[src/rtl/core_router_pkg.sv]
// core_router shared types and helpers.
package core_router_pkg;

  typedef enum logic {
    IDLE,
    FADE
  } state_e;

  localparam int CV_STABLE_SAMPLES = 4;

  function automatic int slice_base(
    input int c,
    input int k,
    input int n_ch,
    input int w
  );
    return (c * n_ch + k) * w;
  endfunction

endpackage

[src/rtl/core_router_btn_debounce.sv]
// Button synchroniser + debouncer with one-cycle press pulse.
// Reusable for any active-low panel button.
module btn_debounce #(
  parameter int DEBOUNCE_CYCLES = 120000
) (
  input  logic clk,
  input  logic rst,
  input  logic btn_n,
  output logic level,
  output logic press
);

  localparam int CW = $clog2(DEBOUNCE_CYCLES + 1);

  logic          sync1_q, sync2_q;
  logic          level_q, level_d;
  logic          press_q, press_d;
  logic [CW-1:0] cnt_q, cnt_d;

  // Counter only runs while sync disagrees with the accepted level,
  // so any flip of the synchronised input reloads it.
  always_comb begin
    cnt_d   = cnt_q;
    level_d = level_q;
    if (sync2_q == level_q) begin
      cnt_d = '0;
    end else if (cnt_q == CW'(DEBOUNCE_CYCLES - 1)) begin
      cnt_d   = '0;
      level_d = sync2_q;
    end else begin
      cnt_d = cnt_q + 1'b1;
    end
    press_d = level_q & ~level_d;
  end

  always_ff @(posedge clk) begin
    if (rst) begin
      sync1_q <= 1'b1;
      sync2_q <= 1'b1;
      level_q <= 1'b1;
      press_q <= 1'b0;
      cnt_q   <= '0;
    end else begin
      sync1_q <= btn_n;
      sync2_q <= sync1_q;
      level_q <= level_d;
      press_q <= press_d;
      cnt_q   <= cnt_d;
    end
  end

  assign level = level_q;
  assign press = press_q;

endmodule

[src/rtl/core_router.sv]
// Runtime DSP core selector with click-free linear crossfade.
// Optional CV zone selection: CORE_ROUTER_CV_SELECT_EN.
module core_router
  import core_router_pkg::*;
#(
  parameter int W               = 16,
  parameter int N_CH            = 4,
  parameter int N_CORES         = 4,
  parameter int XFADE_LOG2      = 8,
  parameter int DEBOUNCE_CYCLES = 120000
) (
  input  logic                      clk,
  input  logic                      rst,
  input  logic                      sample_clk,
  input  logic                      btn_n,
  input  logic [W-1:0]              cv_in,
  input  logic [N_CORES*N_CH*W-1:0] core_out,
  output logic [N_CH*W-1:0]         sample_out,
  output logic [$clog2(N_CORES)-1:0] active_core,
  output logic                      xfade_busy
);

  localparam int AW = $clog2(N_CORES);
  localparam int X  = XFADE_LOG2;
  localparam int P  = W + X + 2;
  localparam logic [X:0] G_ONE = (X+1)'(1) << X;

  state_e              state_q, state_d;
  logic [AW-1:0]       active_q, active_d;
  logic [AW-1:0]       target_q, target_d;
  logic [X:0]          gain_q, gain_d;
  logic                pending_q, pending_d;
  logic [N_CH*W-1:0]   sout_q, sout_d;

  logic                press;
  logic                btn_level;
  logic                cv_req;
  logic [AW-1:0]       cv_target;
  logic [AW-1:0]       next_core;

  logic [W-1:0]        core_s [N_CORES][N_CH];
  logic [N_CH*W-1:0]   pure_a;
  logic [N_CH*W-1:0]   mix;

  btn_debounce #(
    .DEBOUNCE_CYCLES(DEBOUNCE_CYCLES)
  ) u_btn (
    .clk  (clk),
    .rst  (rst),
    .btn_n(btn_n),
    .level(btn_level),
    .press(press)
  );

  for (genvar c = 0; c < N_CORES; c++) begin : g_core
    for (genvar k = 0; k < N_CH; k++) begin : g_ch
      assign core_s[c][k] = core_out[slice_base(c, k, N_CH, W) +: W];
    end
  end

  for (genvar k = 0; k < N_CH; k++) begin : g_mix
    logic signed [P-1:0] pa, pb, wa, wb, sum, sh;
    assign pa  = P'($signed(core_s[active_q][k]));
    assign pb  = P'($signed(core_s[target_q][k]));
    assign wa  = $signed(P'(G_ONE - gain_q));
    assign wb  = $signed(P'(gain_q));
    assign sum = pa * wa + pb * wb;
    assign sh  = sum >>> X;
    assign mix[k*W +: W]    = sh[W-1:0];
    assign pure_a[k*W +: W] = core_s[active_q][k];
  end

  assign next_core = (active_q == AW'(N_CORES - 1)) ? '0
                   : active_q + 1'b1;

`ifdef CORE_ROUTER_CV_SELECT_EN
  localparam int PW = W + AW + 1;
  localparam int SW = 3;

  logic [W-1:0]  cv_off;
  logic [PW-1:0] cv_prod;
  logic [AW-1:0] cv_zone;
  logic [AW-1:0] cv_zone_q, cv_zone_d;
  logic [SW-1:0] cv_cnt_q, cv_cnt_d;

  assign cv_off  = {~cv_in[W-1], cv_in[W-2:0]};
  assign cv_prod = PW'(cv_off) * PW'(N_CORES);
  assign cv_zone = AW'(cv_prod >> W);

  // Counter is cleared while fading so a request is re-evaluated afterwards.
  always_comb begin
    cv_cnt_d  = cv_cnt_q;
    cv_zone_d = cv_zone_q;
    if (state_q != IDLE) begin
      cv_cnt_d = '0;
    end else if (sample_clk) begin
      cv_zone_d = cv_zone;
      if (cv_zone == active_q) begin
        cv_cnt_d = '0;
      end else if (cv_zone == cv_zone_q && cv_cnt_q != '0) begin
        if (cv_cnt_q < SW'(CV_STABLE_SAMPLES))
          cv_cnt_d = cv_cnt_q + 1'b1;
      end else begin
        cv_cnt_d = SW'(1);
      end
    end
  end

  always_ff @(posedge clk) begin
    if (rst) begin
      cv_zone_q <= '0;
      cv_cnt_q  <= '0;
    end else begin
      cv_zone_q <= cv_zone_d;
      cv_cnt_q  <= cv_cnt_d;
    end
  end

  assign cv_req    = (state_q == IDLE) &&
                     (cv_cnt_q >= SW'(CV_STABLE_SAMPLES));
  assign cv_target = cv_zone_q;
`else
  logic unused_cv;
  assign unused_cv = ^cv_in;
  assign cv_req    = 1'b0;
  assign cv_target = '0;
`endif

  always_comb begin
    state_d   = state_q;
    active_d  = active_q;
    target_d  = target_q;
    gain_d    = gain_q;
    pending_d = pending_q;
    sout_d    = sout_q;
    unique case (state_q)
      IDLE: begin
        if (sample_clk)
          sout_d = pure_a;
        if (press || pending_q) begin
          target_d  = next_core;
          gain_d    = '0;
          pending_d = 1'b0;
          state_d   = FADE;
        end else if (cv_req) begin
          target_d = cv_target;
          gain_d   = '0;
          state_d  = FADE;
        end
      end
      FADE: begin
        if (press)
          pending_d = 1'b1;
        if (sample_clk) begin
          sout_d = mix;
          if (gain_q == G_ONE) begin
            active_d = target_q;
            state_d  = IDLE;
          end else begin
            gain_d = gain_q + 1'b1;
          end
        end
      end
      default: state_d = IDLE;
    endcase
  end

  always_ff @(posedge clk) begin
    if (rst) begin
      state_q   <= IDLE;
      active_q  <= '0;
      target_q  <= '0;
      gain_q    <= '0;
      pending_q <= 1'b0;
      sout_q    <= '0;
    end else begin
      state_q   <= state_d;
      active_q  <= active_d;
      target_q  <= target_d;
      gain_q    <= gain_d;
      pending_q <= pending_d;
      sout_q    <= sout_d;
    end
  end

  assign sample_out  = sout_q;
  assign active_core = active_q;
  assign xfade_busy  = (state_q == FADE);

endmodule

[config.mk]
export PLATFORM = sky130hd
export DESIGN_NAME = core_router
export DESIGN_NICKNAME = d
export VERILOG_FILES = /design/src/rtl/core_router_pkg.sv /design/src/rtl/core_router_btn_debounce.sv /design/src/rtl/core_router.sv
export SDC_FILE = /design/constraint.sdc
export NUM_CORES = 2
export LEC_CHECK = 0
export ABC_AREA = 1
export BUFFER_PORTS_ARGS = -buffer_cell sky130_fd_sc_hd__buf_2
export CAP_MARGIN = 20
export CORE_MARGIN = 10
export CORE_UTILIZATION = 61
export CTS_CLUSTER_SIZE = 8
export DETAILED_ROUTE_END_ITERATION = 6
export PLACE_DENSITY = 0.77
export SYNTH_ARGS = -nofsm -noshare
export SYNTH_HDL_FRONTEND = slang
export SYNTH_SLANG_ARGS = --single-unit
[constraint.sdc]
create_clock -name clk -period 17.4 [get_ports clk]
set_clock_uncertainty 0.15 [all_clocks]
set_input_delay 2.61 -clock clk [delete_from_list [all_inputs] [get_ports clk]]
set_output_delay 2.61 -clock clk [all_outputs]
set_load 0.03 [all_outputs]
After elaboration in Yosys (flattened, before gate mapping). Cells that the tools add are included.

Flip-flop bits (word level): 100. Output and inout port bits: 67.

Add/sub/neg operators: 8. Multipliers: 8. Order comparisons: 2. Equal/unequal tests: 9. Multiplexer cells: 23. Bitwise gates (word level): 5. Reductions and logical operators: 7.

Operators with widths (count): 64-bit 2-to-1 mux (6); 64-bit binary-select mux with 2-bit select (2); 16-bit by 10-bit multiplier with 24-bit output (8); 64-bit one-hot mux with 2 select lines (1); 24-bit adder (4); 9-bit 2-to-1 mux (3); 9-bit one-hot mux with 2 select lines (1); 17-bit by 1-bit adder with 17-bit output (second input constant) (1); 17-bit == test (second input constant) (1); 9-bit by 9-bit subtractor with 10-bit output (first input constant) (1); 9-bit by 1-bit adder with 9-bit output (second input constant) (1); 9-bit == test (second input constant) (1); 2-bit inequality test (second input constant) (4); 1-bit 2-to-1 mux (7); 3-bit >= comparator (second input constant) (2); 2-bit NOT with 3-bit output (2); 2-bit AND reduction (3); 3-bit AND reduction (2); 1-bit one-hot mux with 2 select lines (2); 3-bit OR reduction (1); 2-bit by 1-bit adder with 2-bit output (second input constant) (1); 2-bit == test (second input constant) (1); 2-bit 2-to-1 mux (1); 2-bit by 1-bit inequality test with 1-bit output (second input constant) (1); other kinds (4) (5).

Depth between registers and ports, before layout.
Depth after elaboration: 8. Depth in mapped cells: 43.

By module. From an unflattened synthesis, not the netlist that was laid out.

Cells, all modules: 6806. Area total of the unflattened synthesis: 50851.3 um^2.

Modules (own cells, without submodules): core_router (instances 1, cells each 6656, area each 49816.5 um^2, seq. area each 1581.5 um^2); btn_debounce (instances 1, cells each 150, area each 1034.7 um^2, seq. area each 420.4 um^2).

Worst setup path before layout. Ideal clock, no wire load.

Path type: input to register. Start point: in core_out[79]. End point: reg sout_q[15] (netlist: sample_out[15]). Arrival: 8.256 ns. Required time: 17.118 ns. Setup slack: 8.862 ns. Cell stages on the path: 28. Buffers on the path: 0. Path through: nand2_1 > nand3_1 > nand2_1 > nor2_1 > fa_1 > inv_1 > fa_1 > fa_1 > inv_1 > fa_1 > inv_1 > fa_1 > inv_1 > fa_1 > inv_1 > fa_1 > inv_1 > ha_1 > inv_1 > nor3_1 > nand2_1 > or2_2 > nand3_1 > inv_1 > nand2_1 > nand3_1 > nand2_1 > a21oi_1.

Word-level cells in the longest chain between the ends: 7. Elaborated cells between the ends (all ways): 12.

RTL lines: start: declaration (line core_router.sv:17) `input logic [N_CORES*N_CH*W-1:0] core_out,`; 64-bit binary-select mux with 2-bit select, on equally long branches (line core_router.sv:63, core_router.sv:70, core_router.sv:64); 64-bit 2-to-1 mux, on equally long branches (2 in series); 16-bit by 10-bit multiplier with 24-bit output (line core_router.sv:67) `assign sum = pa * wa + pb * wb;`; 24-bit adder (line core_router.sv:67); 64-bit 2-to-1 mux (line core_router.sv:154) `if (sample_clk) begin`; 64-bit one-hot mux with 2 select lines (*) (line core_router.sv:136) `unique case (state_q)`; end signal: assignment (line core_router.sv:182) `sout_q <= sout_d;`; end: declaration (line core_router.sv:33) `logic [N_CH*W-1:0] sout_q, sout_d;`.

Every way passes the cells marked *; elsewhere a longest branch is shown, timed or not. The select of a mux whose other input is x is not followed. A chain may end at the register's enable or synchronous reset.

Worst setup path in the final report.
Start point: in core_out[239]. End point: reg sout_q[47] (netlist: sample_out[47]).

Same word-level chain as after synthesis.

==> results.rst <==
.. list-table::
   :header-rows: 1

   * - Metric
     - Value
   * - Most instantiated flip-flop cell in the synthesis netlist
     - sky130_fd_sc_hd__dfxtp_1
   * - Overall die width
     - 308 um
   * - Fraction of registers with async set or reset after synthesis
     - 0%
   * - Setup slack of the worst register-to-register path
     - 7.91 ns
   * - Fill count
     - 7219
   * - Cell seen most often among critical-path stages
     - sky130_fd_sc_hd__inv_1
   * - TritonCTS clock tree
     - built
   * - Area of the core
     - 82200 um^2
   * - Vias post-DR
     - 45700
   * - Cells after Synth
     - 6788
   * - Placed cell area
     - 53100 um^2
   * - Clock root cell
     - sky130_fd_sc_hd__clkbuf_16
   * - Syn. warnings
     - 0
   * - Critical path startpoint category
     - primary input
   * - Minimum setup slack in the final design
     - 7.88 ns
   * - Met3 Usage GRT
     - 11.8%
   * - Post-Place Worst Slack
     - 7.39 ns
   * - Sum Neg Setup Slack
     - 0 ns
   * - Maxcap violations
     - 0
   * - Post-Synthesis Net Count
     - 8553
   * - DRT Wirelength
     - 168000 um
   * - Final weighted congestion of routability-driven global placement
     - 0.950
   * - Crit Reg-Reg Endpoint
     - sample_out[47]
   * - Remaining global-route overflow
     - 0
   * - Worst reg2reg startpoint
     - target_q[0]
   * - Initial antenna violation count
     - 3
   * - Wire length of the first global-routing pass
     - 261000 um
   * - Clock latency reported for the late side of the worst-skew pair
     - 0.45 ns
   * - Required time worst endpoint
     - 17.58 ns
   * - CTS sink cnt
     - 100
   * - Layer with the highest usage
     - met2
   * - Count of unique library cells instantiated by Yosys
     - 51
   * - Hold-fix buffers at CTS
     - 0
   * - Finished Cell Area
     - 53500 um^2
   * - Capture endpoint of the worst hold path
     - u_btn.sync2_q
   * - Final Slew Violations
     - 0
   * - Total CTS buffers
     - 9
   * - Worst Setup End Kind
     - flip-flop
   * - Final-stage net count
     - 8691
   * - DRC violation total after the first TritonRoute iteration
     - 4443
   * - Category of the critical setup timing path
     - in2reg
   * - Failing checks
     - design-rule violations
   * - Final Setup Violations
     - 0
   * - Synthesized area per cell
     - 7.47 um^2
   * - Proportion of synthesized chip area in sequential cells
     - 3.95%
   * - Max Fclk
     - 105 MHz
   * - Met1 layer usage reported by global route
     - 42.2%
   * - Max stage delay on crit path
     - 0.56 ns
   * - Power density normalized to cell area
     - 15.4 nW/um^2
   * - Total number of H-tree levels
     - 3
   * - Post-synthesis register bit count
     - 100
   * - All-Layer GR Usage
     - 35.8%
   * - Met2 Track Usage GR
     - 57.9%
   * - Worst vdd rail ir drop
     - 0.0489 mV
   * - Routed WL per cell
     - 21.0 um
   * - Synthesized cell area
     - 50700 um^2
   * - Fraction of final layout cells with drive strength greater than 1
     - 6.56%
   * - Standard-cell row count
     - 105
   * - Launch point of the worst hold path
     - u_btn.sync1_q
   * - Count of pins on the block boundary
     - 343
   * - Via count of the first global-routing pass
     - 47400
   * - Area growth from synthesis to final layout
     - 5.42%
   * - Antenna-violating nets left
     - 0
   * - Largest net degree at the start of global routing
     - 90
   * - Crit-path slowest cell
     - sky130_fd_sc_hd__fa_1
   * - Static leakage
     - 29.3 nW
   * - Worst hold path cell count
     - 1
   * - Drt drc
     - 4
   * - Register clock-pin slew on the reported worst setup and hold paths
     - 0.11 ns
   * - Worst reg-to-reg path cell count
     - 33
   * - Total Die Area
     - 95100 um^2
   * - Clock tree buffer depth
     - 2
   * - Number of post-CTS setup repair buffers
     - 0
   * - Count of TritonRoute iterations in the first routing pass
     - 7
   * - Outcome
     - finished with violations
   * - Number of instances resized during post-cts repair
     - 0
   * - Worst Hold Slack
     - 0.270 ns
   * - Min Clock Period, post-route
     - 9.52 ns
   * - Unrepaired setup endpoints after global routing
     - no
   * - Number of enable flip-flop cells after synthesis
     - 0
   * - Sum of internal, switching and leakage power
     - 0.821 mW
   * - Family with the most delay on the worst path
     - adder cells
   * - Critical path peak fanout
     - 9
   * - Class of the most critical hold timing path
     - reg2reg
   * - Data arrival time of the critical path
     - 9.70 ns
   * - Die extent in y
     - 308 um
   * - IO Port Bufs
     - 326
   * - Number of buffer and inverter instances along the worst setup path
     - 9
   * - Dpl hpwl
     - 132000 um
   * - Ratio of final minimum period to clock period
     - 54.7%
   * - Slew at the pin with the worst max-slew slack
     - 1.14 ns
   * - Slew margin rel.
     - 24.3%
   * - Hold Vio Cnt, Final
     - 0
   * - Routed vias/inst
     - 5.71
   * - Starting utilization of the core area
     - 61.7%
[logic make-up (layout without fill, tap and decap cells)]
group | count (synthesis) | in the layout | synth area share, %
adder cells (fa/ha/maj) | 1489 | 1489 | 53.7
other | 0 | 4 | 0
AND/OR/NAND/NOR | 2800 | 2800 | 22.2
flip-flops | 100 | 100 | 3.95
buffers and inverters | 1868 | 2011 | 14.0
XOR/XNOR | 73 | 73 | 1.26
AO/OA/AOI/OAI | 458 | 458 | 4.94
[cell type report]
| cell class | count | area [um^2] | share of cell area [%] |
|---|---|---|---|
| Antenna cell | 4 | 10.0 | 0.0187 |
| Clock buffer | 9 | 225 | 0.421 |
| Sequential cell | 100 | 2030 | 3.79 |
| Timing Repair Buffer | 372 | 1980 | 3.70 |
| Clock inverter | 7 | 92.6 | 0.173 |
| Tap cell | 1070 | 1340 | 2.50 |
| Inverter | 1623 | 6110 | 11.4 |
| Multi-Input combinational cell | 4820 | 41700 | 78.0 |
[per-stage QoR]
step	instances	utilization, %
6_report	8005	65.0
2_1_floorplan	6788	-
5_1_grt	8001	65.0
4_1_cts	8001	65.0
3_3_place_gp	7985	64.6
3_5_place_dp	7985	64.6
[where the power goes]
group | internal (mW) | total, mW | switching (mW)
combinational | 0.0918 | 0.315 | 0.223
sequential | 0.237 | 0.241 | 0.00463
clock | 0.117 | 0.265 | 0.148
[cell usage after synthesis (3+ instances only)]
library cell               instances  area, um^2
sky130_fd_sc_hd__clkbuf_1        192         721
sky130_fd_sc_hd__o21ai_0         156         781
sky130_fd_sc_hd__nor4_1            7        43.8
sky130_fd_sc_hd__buf_1            23        86.3
sky130_fd_sc_hd__fa_1           1144       22900
sky130_fd_sc_hd__xnor2_1          37         324
sky130_fd_sc_hd__clkinv_1          3        11.3
sky130_fd_sc_hd__inv_2            12        45.0
sky130_fd_sc_hd__nand4_1          31         194
sky130_fd_sc_hd__and2_1            5        31.3
sky130_fd_sc_hd__nand3b_1          9        67.6
sky130_fd_sc_hd__o21a_1            3        22.5
sky130_fd_sc_hd__a211oi_1          9        67.6
sky130_fd_sc_hd__buf_2            23         115
sky130_fd_sc_hd__o221ai_1          6        52.6
sky130_fd_sc_hd__nor3_1           27         135
sky130_fd_sc_hd__nor2_2            3        18.8
sky130_fd_sc_hd__nor3b_1           4        30.0
sky130_fd_sc_hd__ha_1            345        4320
sky130_fd_sc_hd__o21bai_1          8        60.1
sky130_fd_sc_hd__nor2_1          896        3360
sky130_fd_sc_hd__o31ai_1           3        22.5
sky130_fd_sc_hd__nand3_1         352        1760
sky130_fd_sc_hd__o211ai_1         19         143
sky130_fd_sc_hd__buf_4             5        37.5
sky130_fd_sc_hd__or2_2             6        37.5
sky130_fd_sc_hd__a21o_1           11        82.6
sky130_fd_sc_hd__nand2_2           7        43.8
sky130_fd_sc_hd__a21oi_1         223        1120
sky130_fd_sc_hd__o21ai_1           3        15.0
sky130_fd_sc_hd__a31oi_1           5        31.3
sky130_fd_sc_hd__xor2_1           36         315
sky130_fd_sc_hd__inv_1          1607        6030
sky130_fd_sc_hd__nand2_1        1441        5410
sky130_fd_sc_hd__nand3_2           6        60.1
sky130_fd_sc_hd__dfxtp_1         100        2000
[sequential cells by signal, indices dropped and copies added (netlist names)]
signal / count
pending_q: 1
xfade_busy: 1
target_q: 2
gain_q: 9
u_btn.sync1_q: 1
u_btn.sync2_q: 1
u_btn.cnt_q: 17
u_btn.level: 1
u_btn.press: 1
active_core: 2
sample_out: 64
[worst max path at each step]
stage	start	cells past startpoint	to	slack, ns
2_1_floorplan	core_out[79]	28	sample_out[15]	8.86
3_3_place_gp	core_out[111]	29	sample_out[47]	7.43
3_5_place_dp	core_out[239]	28	sample_out[47]	7.39
4_1_cts	core_out[111]	29	sample_out[47]	7.86
5_1_grt	core_out[62]	31	sample_out[63]	7.47
6_report	core_out[239]	29	sample_out[47]	7.88
[per-layer routing]
layer / vias up / part of all wire (%)
met4: 0 / 6.1
met2: 2497 / 46
li1: 20200 / -
met5: - / 0
met3: 530 / 12
met1: 22500 / 35
[worst reg2reg max path: cells and delay by family, from the launching register on]
| family | cells | cell delay (ns) |
|---|---|---|
| AND/OR/NAND/NOR | 10 | 1.80 |
| adder cells (fa/ha/maj) | 8 | 3.85 |
| AO/OA/AOI/OAI | 4 | 0.78 |
| buffers and inverters | 11 | 2.46 |
| flip-flops | 1 | 0.35 |
[layout by cell type (no fill, tap or decap), types with 5 or more instances in the layout]
cell type	n
sky130_fd_sc_hd__a21o_1	11
sky130_fd_sc_hd__nand3_1	352
sky130_fd_sc_hd__or2_2	6
sky130_fd_sc_hd__nor2_1	896
sky130_fd_sc_hd__buf_2	325
sky130_fd_sc_hd__and2_1	5
sky130_fd_sc_hd__o221ai_1	6
sky130_fd_sc_hd__nand2_2	11
sky130_fd_sc_hd__nand3_2	6
sky130_fd_sc_hd__dfxtp_1	89
sky130_fd_sc_hd__nand2_1	1437
sky130_fd_sc_hd__a211oi_1	9
sky130_fd_sc_hd__nand4_1	31
sky130_fd_sc_hd__xor2_1	35
sky130_fd_sc_hd__o21ai_0	156
sky130_fd_sc_hd__o21bai_1	8
sky130_fd_sc_hd__dfxtp_2	7
sky130_fd_sc_hd__clkbuf_16	9
sky130_fd_sc_hd__xnor2_1	37
sky130_fd_sc_hd__ha_1	345
sky130_fd_sc_hd__o211ai_1	19
sky130_fd_sc_hd__nor4_1	7
sky130_fd_sc_hd__a31oi_1	5
sky130_fd_sc_hd__inv_2	11
sky130_fd_sc_hd__fa_1	1144
sky130_fd_sc_hd__a21oi_1	223
sky130_fd_sc_hd__nor3_1	27
sky130_fd_sc_hd__inv_1	1605
sky130_fd_sc_hd__buf_4	47
sky130_fd_sc_hd__nand3b_1	9
No activity file was read; power rests on OpenSTA's default activity.
